**src/rtl/pmp_lsu_req_buf.sv**
```systemverilog
// Two-entry registered skid buffer between the LSU address stage and the PMP data check.
// Latency: one cycle from an accepted request to its appearance at the out_* ports.
// Backpressure: in_ready_o drops only when both entries are held; it depends on registered state alone.
module pmp_lsu_req_buf #(
    parameter int unsigned PLEN = 56,
    parameter int unsigned VLEN = 64,
    parameter int unsigned XLEN = 64
) (
    input  logic            clk_i,
    input  logic            rst_i,
    input  logic            flush_i,

    input  logic            in_valid_i,
    output logic            in_ready_o,
    input  logic [PLEN-1:0] in_paddr_i,
    input  logic [VLEN-1:0] in_vaddr_i,
    input  logic            in_is_store_i,
    input  logic [1:0]      in_priv_lvl_i,
    input  logic            in_v_i,
    input  logic            in_exc_valid_i,
    input  logic [XLEN-1:0] in_exc_cause_i,

    output logic            out_valid_o,
    input  logic            out_ready_i,
    output logic [PLEN-1:0] out_paddr_o,
    output logic [VLEN-1:0] out_vaddr_o,
    output logic            out_is_store_o,
    output logic [1:0]      out_priv_lvl_o,
    output logic            out_v_o,
    output logic            out_exc_valid_o,
    output logic [XLEN-1:0] out_exc_cause_o,

    output logic [1:0]      count_o
);

    typedef struct packed {
        logic [PLEN-1:0] paddr;
        logic [VLEN-1:0] vaddr;
        logic            is_store;
        logic [1:0]      priv_lvl;
        logic            v;
        logic            exc_valid;
        logic [XLEN-1:0] exc_cause;
    } req_t;

    // Encoding doubles as the occupancy count.
    typedef enum logic [1:0] {
        EMPTY = 2'd0,
        ONE   = 2'd1,
        FULL  = 2'd2
    } state_e;

    state_e state_q, state_d;
    logic   head_q;
    logic   tail_q;
    req_t   mem_q [2];
    req_t   in_req;
    req_t   out_req;
    logic   push;
    logic   pop;

    assign in_req = '{
        paddr:     in_paddr_i,
        vaddr:     in_vaddr_i,
        is_store:  in_is_store_i,
        priv_lvl:  in_priv_lvl_i,
        v:         in_v_i,
        exc_valid: in_exc_valid_i,
        exc_cause: in_exc_cause_i
    };

    // Handshake decode uses registered state only, so no path runs from out_ready_i to in_ready_o.
    assign in_ready_o  = (state_q != FULL);
    assign out_valid_o = (state_q != EMPTY);
    assign count_o     = state_q;

    assign push = in_valid_i && in_ready_o && !flush_i;
    assign pop  = out_valid_o && out_ready_i && !flush_i;

    // Head entry drives the outputs; storage is cleared on reset so these read zero then.
    assign out_req         = mem_q[head_q];
    assign out_paddr_o     = out_req.paddr;
    assign out_vaddr_o     = out_req.vaddr;
    assign out_is_store_o  = out_req.is_store;
    assign out_priv_lvl_o  = out_req.priv_lvl;
    assign out_v_o         = out_req.v;
    assign out_exc_valid_o = out_req.exc_valid;
    assign out_exc_cause_o = out_req.exc_cause;

    // Occupancy state register.
    always_ff @(posedge clk_i or posedge rst_i) begin
        if (rst_i) begin
            state_q <= EMPTY;
        end else begin
            state_q <= state_d;
        end
    end

    // Next occupancy: flush wins, otherwise push and pop adjust the count.
    always_comb begin
        state_d = state_q;
        if (flush_i) begin
            state_d = EMPTY;
        end else begin
            unique case (state_q)
                EMPTY:   if (push) state_d = ONE;
                ONE: begin
                    if (push && !pop)      state_d = FULL;
                    else if (pop && !push) state_d = EMPTY;
                end
                FULL:    if (pop) state_d = ONE;
                default: state_d = EMPTY;
            endcase
        end
    end

    // Head/tail pointers wrap naturally as single bits; flush realigns them to entry 0.
    always_ff @(posedge clk_i or posedge rst_i) begin
        if (rst_i) begin
            head_q <= 1'b0;
            tail_q <= 1'b0;
        end else if (flush_i) begin
            head_q <= 1'b0;
            tail_q <= 1'b0;
        end else begin
            if (push) tail_q <= ~tail_q;
            if (pop)  head_q <= ~head_q;
        end
    end

    // Payload storage: written only on push, otherwise held.
    always_ff @(posedge clk_i or posedge rst_i) begin
        if (rst_i) begin
            for (int i = 0; i < 2; i++) begin
                mem_q[i] <= '0;
            end
        end else if (push) begin
            mem_q[tail_q] <= in_req;
        end
    end

endmodule

```
**config.mk**
```make
export PLATFORM = sky130hd
export DESIGN_NAME = pmp_lsu_req_buf
export DESIGN_NICKNAME = d
export VERILOG_FILES = /design/src/rtl/pmp_lsu_req_buf.sv
export SDC_FILE = /design/constraint.sdc
export NUM_CORES = 1
export LEC_CHECK = 0
export CAP_MARGIN = 20
export CORE_ASPECT_RATIO = 0.9
export CORE_UTILIZATION = 41
export DETAILED_ROUTE_END_ITERATION = 16
export HOLD_SLACK_MARGIN = 0.02
export PLACE_DENSITY = 0.77
export SYNTH_ARGS = -nofsm -noshare
export SYNTH_HDL_FRONTEND = slang
export SYNTH_SLANG_ARGS = --single-unit
```
**constraint.sdc**
```tcl
create_clock -name clk_i -period 23.6 [get_ports clk_i]
set_input_delay 7.08 -clock clk_i [delete_from_list [all_inputs] [get_ports clk_i]]
set_output_delay 7.08 -clock clk_i [all_outputs]
set_load 0.05 [all_outputs]
```
==> out/qor.yml, run 1 <==
clock_network:
  postCtsSetupRepairBufs: 0
  clkTransAtPathRegs_ps: 60
  cts_resized: 0
  cts.htree.levels: 2
  clock_sinks: 382
  clock_latency_ps: 540
  ctsHoldBuffers: 0
  cts-root-buf: "clkbuf_16"
  cts_buffers: 42
  cts_tree: "done"
  clk_path_buf_depth: 3
logic_synthesis:
  synthCells: 1032
  ys_seq_area_frac: 0.583
  yosys.area_share.simple: 0.00450
  synth_top_area_frac: 0.583
  synthArstFlopShare: 1.00
  yosysMostFrequentCell: "mux2_2"
  synthAdderAreaFrac: 0
  synth_top_cell_by_area: "dfrtp_1"
  synth_nets: 1226
  synth_edf_count: 0
  synth_xor_area_frac: 0.000534
  netlist_area_um2: 16400
  ys_top_cells_by_area: "dfrtp_1, mux2_2, mux2_1, buf_2, buf_4"
  avgSynthCellArea_um2: 15.9
  synthMuxAreaShare: 0.389
  ys_top_cells_by_count: "mux2_2, dfrtp_1, mux2_1"
  synth_compound_gate_area_share: 0.00214
  synth_cell_type_count: 19
  ys_seq_elements: 382
  yosysWarnings: 0
  synth_top_family_by_area: "multiplexers"
  synth_flop_cell: "dfrtp_1"
floorplan:
  die_x_um: 213
  die-area_um2: 40800
  start_util: 0.416
  coreArea_um2: 39500
  die_y_um: 192
  pin_count: 387
  num_rows: 69
outcome:
  outcome: "finished clean"
placed_design:
  place_hpwl_um: 25300
  dp_slack_ps: 13430
  portBuffers: 386
  place_congestion: 0.766
worst_setup_path:
  arrival_ps: 3610
  end_kind: "output port"
  startpoint_type: "flip-flop"
  required_ps: 16520
  critPathKind: "flip-flop to output port"
  crit_path_max_fanout: 63
global_routing:
  grt_pass1_wl_um: 58800
  grt_overflow: 0
  antenna_found_initial: 2
  first_global_vias: 10600
  grtUsageTotal: 0.185
  grt_max_degree: 178
drt:
  first_pass_iters: 4
  drt-initial-drc-count: 402
  drc: 0
  vias: 9915
  routed_wl_um: 38100
  viasPerCell: 5.01
  antenna_left: 0
  wl_per_cell_um: 19.3
sta:
  fin_tns_setup_ps: 0
  period_minus_slack_ps: 10690
  finalHoldViolations: 0
  fmax_mhz: 93.5
  worst_slack_ps: 12910
  slew_headroom: 0.319
  rsz0062_at_grt: "false"
  period_share: 0.453
  setup_viol: 0
  worst_pin_slew_ps: 1020
  final_max_slew_viol_count: 0
  finClkSkew_ps: 12.3
power:
  power_density_nw_per_um2: 107
  p_leak_nw: 9.21
  irDropWorstVdd_v: 0.0000708
job:
  drv_cap: 0
finish:
  syn_to_final_growth_pct: 35.7
  drive_above_1_share: 0.377
  layout.nets: 1605
min_path:
  min_path_type: "flip-flop to flip-flop"
==> where the power goes <==
part           switching [mW]  internal, mW  leakage [nW]
logic                   0.438         0.340          3.91
clock network           0.261         0.448         0.757
registers              0.0836         0.813          4.55
==> layout make-up <==
type	instances	area [um^2]
clock inverters	16	239
diodes	1	2.50
repair buffers	397	3970
well taps	532	666
multi-input cells	584	6500
clock buffers	62	1300
fillers	3166	17200
flip-flops and latches	382	9560
inverters	4	22.5
==> per-stage QoR <==
stage	utilization	hold WS, ps	cells	area (um^2)	power (mW)
2_1_floorplan	-	454	1032	16400	1.44
3_3_place_gp	0.525	463	1899	20700	1.67
3_5_place_dp	0.525	471	1899	20700	1.69
4_1_cts	0.564	484	1977	22300	2.41
5_1_grt	0.564	496	1977	22300	2.49
6_report	0.564	480	1978	22300	2.38
==> cells in the final DEF (no fill, tap or decap), drive strengths merged <==
master and instances:
clkbuf 62, nor3 1, o21ai 3, dfrtp 382
clkinv 8, bufinv 6, diode 1, clkdlybuf4s50 386
a21oi 4, nand4b 1, mux2 567, nor4b 1
and2b 1, xor2 1, buf 11, or3 1
nor2 2, nor4 1, clkinvlp 2, inv 4
nor2b 1
==> logic make-up (layout without fill, tap and decap cells) <==
kind of cell	after synthesis	in the layout
mux	567	567
flops	382	382
buf+inv	66	479
simple gates	9	9
compound gates	7	7
xor+xnor	1	1
other cells	0	1
==> worst max-delay path, stage by stage (launching register included) <==
cell and delay [ps]:
dfrtp_4 1020, buf_4 790, mux2_2 420, clkdlybuf4s50_1 760
==> layer usage <==
layer | vias to the layer above | part of all wire | GRT usage
li1 | 4479 | - | -
met1 | 5076 | 0.42 | 0.231
met2 | 281 | 0.47 | 0.291
met3 | 77 | 0.082 | 0.0664
met4 | 2 | 0.032 | 0.0730
met5 | - | 0.00034 | 0
==> flip-flops by register name, indices dropped and copies added (netlist names) <==
| name | count |
|---|---|
| count_o | 2 |
| head_q | 1 |
| mem_q | 378 |
| tail_q | 1 |
==> worst paths after layout <==
path	from	to	slack (ps)	depth (start not counted)
max in group asynchronous	rst_i	head_q	14770	3
hold / removal	mem_q[274]	mem_q[274]	480	1
setup reg to reg	count_o[0]	mem_q[29]	20840	6
min in group asynchronous	rst_i	count_o[1]	7140	2
setup / recovery	head_q	out_paddr_o[16]	12910	3
hold reg to reg	mem_q[274]	mem_q[274]	480	1
Power figures use the tool's default switching activity.
==> inputs of run 2 (changes only) <==
--- a/config.mk
+++ b/config.mk
@@ -10,7 +10,7 @@
 export CORE_UTILIZATION = 41
 export DETAILED_ROUTE_END_ITERATION = 16
 export HOLD_SLACK_MARGIN = 0.02
-export PLACE_DENSITY = 0.77
+export PLACE_DENSITY = 0.79
 export SYNTH_ARGS = -nofsm -noshare
 export SYNTH_HDL_FRONTEND = slang
 export SYNTH_SLANG_ARGS = --single-unit
==> constraint.sdc (replaced) <==
create_clock -name clk_i -period 9.2 [get_ports clk_i]
set_input_delay 2.76 -clock clk_i [delete_from_list [all_inputs] [get_ports clk_i]]
set_output_delay 2.76 -clock clk_i [all_outputs]
set_load 0.05 [all_outputs]
==> out/qor.yml, run 2 (same netlist as run 1, synthesis figures left out) <==
outcome:
  outcome: "finished clean"
floorplan:
  start_util: 0.416
  die_y_um: 192
  die-area_um2: 40800
  die_x_um: 213
  coreArea_um2: 39500
  pin_count: 387
  num_rows: 69
finish:
  drive_above_1_share: 0.372
  largest-register: "mem_q"
  largest_reg_flops: 378
  fillers: 3150
  final_cell_mix: "mux2_2, clkdlybuf4s50_1, dfrtp_1"
  layout.nets: 1607
  final_common_cell: "mux2_2"
  syn_to_final_growth_pct: 34.8
worst_setup_path:
  required_ps: 6440
  r2r_slack_ps: 6330
  r2r_cells: 6
  arrival_ps: 3180
  cp_cell_sequence: "buf_4 > mux2_2 > clkdlybuf4s50_1"
  end_kind: "output port"
  critPathKind: "flip-flop to output port"
  r2r_end: "mem_q[56]"
  reg2reg_from: "count_o[0]"
  startpoint_type: "flip-flop"
  crit_path_max_fanout: 55
  cp_slowest_cell: "clkdlybuf4s50_1"
  critical_path.top_delay_family: "buffers and inverters"
  critPathMaxStageDelay_ps: 740
  cp_num_buf_inv: 2
placed_design:
  place_congestion: 0.774
  place_hpwl_um: 24600
  portBuffers: 386
  dp_slack_ps: 3580
sta:
  final_max_slew_viol_count: 0
  fmax_mhz: 168
  fin_tns_setup_ps: 0
  finalHoldViolations: 0
  period_minus_slack_ps: 5940
  slew_headroom: 0.363
  period_share: 0.646
  worst_pin_slew_ps: 956
  finClkSkew_ps: 17.2
  worst_slack_ps: 3260
  setup_viol: 0
  rsz0062_at_grt: "false"
  worst_hold_slack_ps: 481
power:
  power_mw: 5.92
  p_leak_nw: 9.13
  irDropWorstVdd_v: 0.000211
  power_density_nw_per_um2: 268
clock_network:
  cts_tree: "done"
  clkTransAtPathRegs_ps: 60
  clock_latency_ps: 560
  postCtsSetupRepairBufs: 0
  cts_resized: 0
  clock_sinks: 382
  cts.htree.levels: 2
  cts-root-buf: "clkbuf_16"
  cts_buffers: 42
  clk_path_buf_depth: 3
  ctsHoldBuffers: 0
drt:
  routed_wl_um: 37200
  vias: 9804
  drt-initial-drc-count: 405
  drc: 0
  wl_per_cell_um: 18.9
  viasPerCell: 4.97
  antenna_left: 0
  first_pass_iters: 3
global_routing:
  antenna_found_initial: 2
  grt_max_degree: 175
  first_global_vias: 10600
  grtUsageTotal: 0.181
  grt_overflow: 0
  grt_pass1_wl_um: 58000
min_path:
  min_to: "mem_q[213]"
  min_path_type: "flip-flop to flip-flop"
  hold_depth: 1
  hp-start: "mem_q[213]"
job:
  drv_cap: 0
==> run 2: how the worst max path moves through the flow <==
stage / startpoint / to / slack [ps] / depth (start not counted)
2_1_floorplan: rst_i / count_o[0] / 1310 / 1
3_3_place_gp: in_valid_i / mem_q[254] / 3590 / 6
3_5_place_dp: in_valid_i / mem_q[246] / 3580 / 6
4_1_cts: head_q / out_exc_cause_o[41] / 3200 / 3
5_1_grt: head_q / out_exc_cause_o[41] / 3140 / 3
6_report: head_q / out_exc_cause_o[41] / 3260 / 3
==> run 2: where the power goes <==
| group | leakage (nW) | internal [mW] | switching, mW |
|---|---|---|---|
| Sequential | 4.55 | 2.08 | 0.186 |
| Combinational | 3.91 | 0.873 | 1.14 |
| Clock | 0.667 | 0.993 | 0.648 |
| Total | 9.13 | 3.95 | 1.97 |
==> run 2: metal layers <==
metal	wire (um)	up-vias	share of wire	global-route usage
li1	-	4475	-	-
met1	15300	5010	0.41	0.218
met2	17700	261	0.48	0.291
met3	3170	56	0.085	0.0680
met4	956	2	0.026	0.0719
met5	12	-	0.00032	0
==> run 2: stage by stage <==
stage / utilization / instance area (um^2) / std cells
floorplan: - / 16400 / 1032
global placement: 0.526 / 20700 / 1901
detailed placement: 0.526 / 20700 / 1901
CTS: 0.560 / 22100 / 1971
global route: 0.560 / 22100 / 1971
finish: 0.560 / 22100 / 1973
==> run 2: worst register-to-register path: stages (launching register included) <==
cell and delay, ps:
dfrtp_1 420, and2b_4 320, inv_1 100, nand4b_1 140, buf_4 440, buf_4 840
mux2_2 490
==> run 2: final cells by class <==
class / count / area (um^2) / area share
clock inverters: 6 / 61.3 / 0.00277
inverters: 4 / 18.8 / 0.000849
clock buffers: 64 / 1300 / 0.0587
diodes: 2 / 5.00 / 0.000226
well taps: 532 / 666 / 0.0301
flip-flops and latches: 382 / 9560 / 0.432
repair buffers: 399 / 4000 / 0.181
multi-input cells: 584 / 6500 / 0.294
==> edit 1: new RTL, config.mk and constraints of run 1 <==
`PLEN`: 56 -> 28.
--- a/src/rtl/pmp_lsu_req_buf.sv
+++ b/src/rtl/pmp_lsu_req_buf.sv
@@ -2,7 +2,7 @@
 // Latency: one cycle from an accepted request to its appearance at the out_* ports.
 // Backpressure: in_ready_o drops only when both entries are held; it depends on registered state alone.
 module pmp_lsu_req_buf #(
-    parameter int unsigned PLEN = 56,
+    parameter int unsigned PLEN = 28,
     parameter int unsigned VLEN = 64,
     parameter int unsigned XLEN = 64
 ) (
Interface: changed (resized in_paddr_i and out_paddr_o); port bits go from 387 to 331. The function was not compared with the original's and may differ.
==> edit 1 against run 1 <==
Non-clock buffer count down 57; combinational power decreased by 12%; design area decreased by 15%; sequential share of layout area rose by 0.063 points; cell count fell by 15%; worst hold slack better by 0.53 ps; routed wire length decreased by 19%; synthesized area decreased by 14%; setup slack better by 550 ps; total power down 16%; sequential cell count fell by 56; core utilization grew 0.47 points.
==> edit 1: results (changes against run 1) <==
- Status: completed
- Design area: 0.0190 mm² (-15%)
- Seq pwr share: 37.7% (about the same)
- M1 wire length: 13300 µm (-17%)
- Post-synthesis mux area share: 38.8% (-0.17 points)
- Worst-path maximum fanout: 68 (+7.9%)
- Post-Syn Nets: 1049 (-14%)
- Area post-placement: 0.0177 mm² (-15%)
- Clock share of power: 28.1% (-1.6 points)
- Signal buf overhead: 18.1% (+0.31 points)
- Routed wl met2: 14500 µm (-19%)
- All-Layer GR Usage: 17.8% (-0.69 points)
- Seq cells: 326 (-15%)
- Die ar.: 0.0350 mm² (-14%)
- WL/cell: 18.3 µm (-5.2%)
- Synth Area in XOR/XNOR: 0.0624% (+0.0090 points)
- DRT iter0 DRCs: 189 (-53%)
- Post-synth top cells: mux2_2, dfrtp_1, mux2_1
- Fillers: 2673 (-16%)
- Vias in the first global route: 9139 (-13%)
- Mapped Cells: 883 (-14%)
- Hold worst-path end: mem_q[217]$_DFFE_PP0P_
- Worst slew pin tran: 1160 ps (+143 ps)
- R2R cell count: 5 (-1)
- Flop-to-flop setup slack: 21050 ps (+210 ps)
- Max Used Layer: met4
- CP arrival: 3060 ps (-550 ps)
- Register area: 0.00816 mm² (-15%)
- Post-DP HPWL: 19800 µm (-22%)
- Register area share after synthesis: 58.1% (-0.15 points)
- Clk cell area share: 6.39% (-0.52 points)
- CLK BUF: 56 (-9.7%)
- Synth top area cells: dfrtp_1, mux2_2, mux2_1
- Max reg flops: 322 (-15%)
- P_clk: 564 µW (-20%)
- Layout cells sized above 1: 37.8% (+0.13 points)
- First-pass GRT wire length: 49400 µm (-16%)
- Clock Skews: 13.5 ps (+1.13 ps)
- Met2 GRT Util: 28.2% (-0.92 points)
- Multi-input gate count: 501 (-14%)
- Synth Area in Compound Gates: 0.276% (+0.063 points)
- Met3 wire length: 2440 µm (-22%)
- Worst skew pair latency: 510 ps (-30 ps)
- Max incr delay on CP: 750 ps (-270 ps)
- Global placement routability congestion: 0.724 (-5.4%)
-- edit 1: changes by cell type in the layout (fill, tap and decap cells not counted), moves of 2 or more --
cell,run 1,this run
buf_16,0,2
buf_4,9,6
bufinv_16,6,2
clkbuf_16,45,37
clkdlybuf4s50_1,386,330
clkinv_2,7,4
dfrtp_1,381,325
mux2_1,110,90
mux2_2,457,393
or2_2,0,2
-- edit 1: logic make-up after synthesis --
kind of cell / count (synthesis)
mux: 483
simple gates: 10
flops: 326
compound gates: 7
buf+inv: 56
xor+xnor: 1
-- edit 1: worst max path at each step --
| stage | end | cells after the start | slack (ps) |
|---|---|---|---|
| 6_report | out_exc_cause_o[30] | 3 | 13460 |
| 2_1_floorplan | count_o[0]$_DFFE_PP0P_ | 1 | 7490 |
| 3_3_place_gp | out_exc_cause_o[7] | 3 | 13820 |
| 3_5_place_dp | out_paddr_o[27] | 3 | 13820 |
| 5_1_grt | out_exc_cause_o[37] | 3 | 13350 |
| 4_1_cts | out_paddr_o[27] | 3 | 13270 |
==> edit 2: new RTL, config.mk and constraints of run 1 <==
Made on the original files. Reset style: synchronous (`rst_i`), changed in 3 clocked blocks.
--- a/src/rtl/pmp_lsu_req_buf.sv
+++ b/src/rtl/pmp_lsu_req_buf.sv
@@ -88,7 +88,7 @@
     assign out_exc_cause_o = out_req.exc_cause;
 
     // Occupancy state register.
-    always_ff @(posedge clk_i or posedge rst_i) begin
+    always_ff @(posedge clk_i) begin
         if (rst_i) begin
             state_q <= EMPTY;
         end else begin
@@ -115,7 +115,7 @@
     end
 
     // Head/tail pointers wrap naturally as single bits; flush realigns them to entry 0.
-    always_ff @(posedge clk_i or posedge rst_i) begin
+    always_ff @(posedge clk_i) begin
         if (rst_i) begin
             head_q <= 1'b0;
             tail_q <= 1'b0;
@@ -129,7 +129,7 @@
     end
 
     // Payload storage: written only on push, otherwise held.
-    always_ff @(posedge clk_i or posedge rst_i) begin
+    always_ff @(posedge clk_i) begin
         if (rst_i) begin
             for (int i = 0; i < 2; i++) begin
                 mem_q[i] <= '0;
Formal check against the unedited RTL: not equivalent (Yosys sat finds a counterexample within 4 cycles, from zero or initial values and one cycle with rst_i high; the reset may be asserted at any time).
==> edit 2 against run 1 <==
Clock skew shrank 2.5 ps; setup slack gained 83 ps; synthesized area grew 0.21%; cell count grew 0.10%; sequential cell count grew 1; routed wire length shrank 4.5%; design area shrank 0.90%; critical path type unchanged.
Power is not compared: it rests on default switching activity, and its combinational part moved more than twofold at a synthesized area within 25%.
==> edit 2: results (changes against run 1) <==
- Post-synth ARST share: 0% (-100 points)
- Final wirelength: 36400 µm (-4.5%)
- Post-synth top cells: and2_1, edfxtp_1, mux2_2
- Status: completed
- Largest net degree at the start of global routing: 99 (-44%)
- Synth Flop Type: edfxtp_1
- Final nets: 1615 (+0.62%)
- Synth Warn #: 0 (unchanged)
- Vias in the first global route: 9825 (-7.0%)
- Port Buffer Count: 386 (unchanged)
- Clock Skews: 9.84 ps (-2.48 ps)
- Vias: 9570 (-3.5%)
- Post-CTS Setup Inserts: 0 (unchanged)
- Min-Delay Path Class: flip-flop to flip-flop
- Largest Register: mem_q
- Worst slew pin tran: 1020 ps (-1.45 ps)
- Synth top area cells: edfxtp_1, and2_1, mux2_2
- Pre-Repair DR Iteration Count: 5 (+1)
- DRT iter0 DRCs: 528 (+31%)
- Peak supply drop: 59.8 µV
- Post-Syn Nets: 1235 (+0.73%)
- Worst skew pair latency: 520 ps (-20 ps)
- Root Buffer: clkbuf_16
- CTS max path bufs: 3 (unchanged)
- All-Layer GR Usage: 17.2% (-1.3 points)
- Diodes inserted: 0 (-1)
- First-pass GRT wire length: 54100 µm (-8.0%)
- Synth cell types: 28 (+9)
- Layout cells sized above 1: 18.3% (-19 points)
- Antenna violations before repair: 1 (-1)
- Register area share after synthesis: 69.7% (+11 points)
- CTS resizes: 0 (unchanged)
- Num CTS Buffers: 41 (-2.4%)
- Worst-path maximum fanout: 67 (+6.3%)
- H-tree Lvls: 2 (unchanged)
- Max reg flops: 378 (unchanged)
- Area post-placement: 0.0208 mm² (+0.34%)
- Post-DP HPWL: 23000 µm (-9.3%)
- Global placement routability congestion: 0.801 (+4.6%)
- Internal power: 1240 µW
- Number of synthesized flops with an enable pin: 378 (+378)
- CP arrival: 3530 ps (-80 ps)
edit 2: cell count changes in the layout (fill, tap and decap cells not counted), sizes merged, moves of 2 or more:
cell / delta
dfrtp: -382
clkinvlp: -2
bufinv: -3
dfxtp: +5
clkbuf: -3
or2: +3
buf: +2
and2: +378
a21oi: -3
edfxtp: +378
nand2b: +3
mux2: -378
edit 2: per-stage QoR:
stage	instances	utilization (%)	setup WS (ps)
4_1_cts	1980	55.8	12920
3_3_place_gp	1909	52.6	12830
2_1_floorplan	1040	-	6630
6_report	1980	55.8	12990
3_5_place_dp	1909	52.6	12770
5_1_grt	1980	55.8	12800
edit 2: metal layers:
layer	GRT usage [%]	up-vias	routed length, µm
met1	20.7	4753	14500
met4	4.59	2	620
met5	0	-	13
met2	28.7	297	17600
met3	6.75	53	3710
li1	-	4465	-
edit 2: final timing paths:
path                           start  cells after the start  slack [ps]                     endpoint
max                        flip-flop                      3       12990          out_exc_cause_o[41]
min              head_q$_SDFFE_PP0P_                      2         570          head_q$_SDFFE_PP0P_
max reg2reg  count_o[0]$_SDFFE_PP0P_                      6       20050  mem_q[0][165]$_SDFFCE_PN0P_
min reg2reg      head_q$_SDFFE_PP0P_                      2         570          head_q$_SDFFE_PP0P_
edit 2: critical path: stages (launching register included):
cell and delay, ps:
dfxtp_4 860, buf_4 850, mux2_2 340, clkdlybuf4s50_1 860
edit 2: power groups by stage:
stage	clock network (µW)	registers (µW)	logic, µW
after detailed placement	0	809	236
after CTS	625	795	238
after global routing	648	799	246
after global placement	0	807	235
after floorplan	0	814	137
final	610	795	235
edit 2: cell families (layout without fill, tap and decap cells):
group                    Yosys count  after routing  synth area share [%]
buffers and inverters             66            474                  1.83
multiplexers                     189            189                  12.9
AND/OR/NAND/NOR                  393            393                  15.2
flip-flops                       383            383                  69.7
adder cells (fa/ha/maj)            1              1                0.0761
AO/OA/AOI/OAI                      7              7                 0.251
XOR/XNOR                           1              1                0.0533
edit 2: area by class of cell:
| cell class | instances | area (µm²) |
|---|---|---|
| well taps | 532 | 666 |
| multi-input cells | 591 | 4700 |
| repair buffers | 399 | 3960 |
| flip-flops and latches | 383 | 11500 |
| fillers | 3182 | 17500 |
| clock inverters | 12 | 135 |
| inverters | 4 | 15.0 |
| clock buffers | 59 | 1130 |
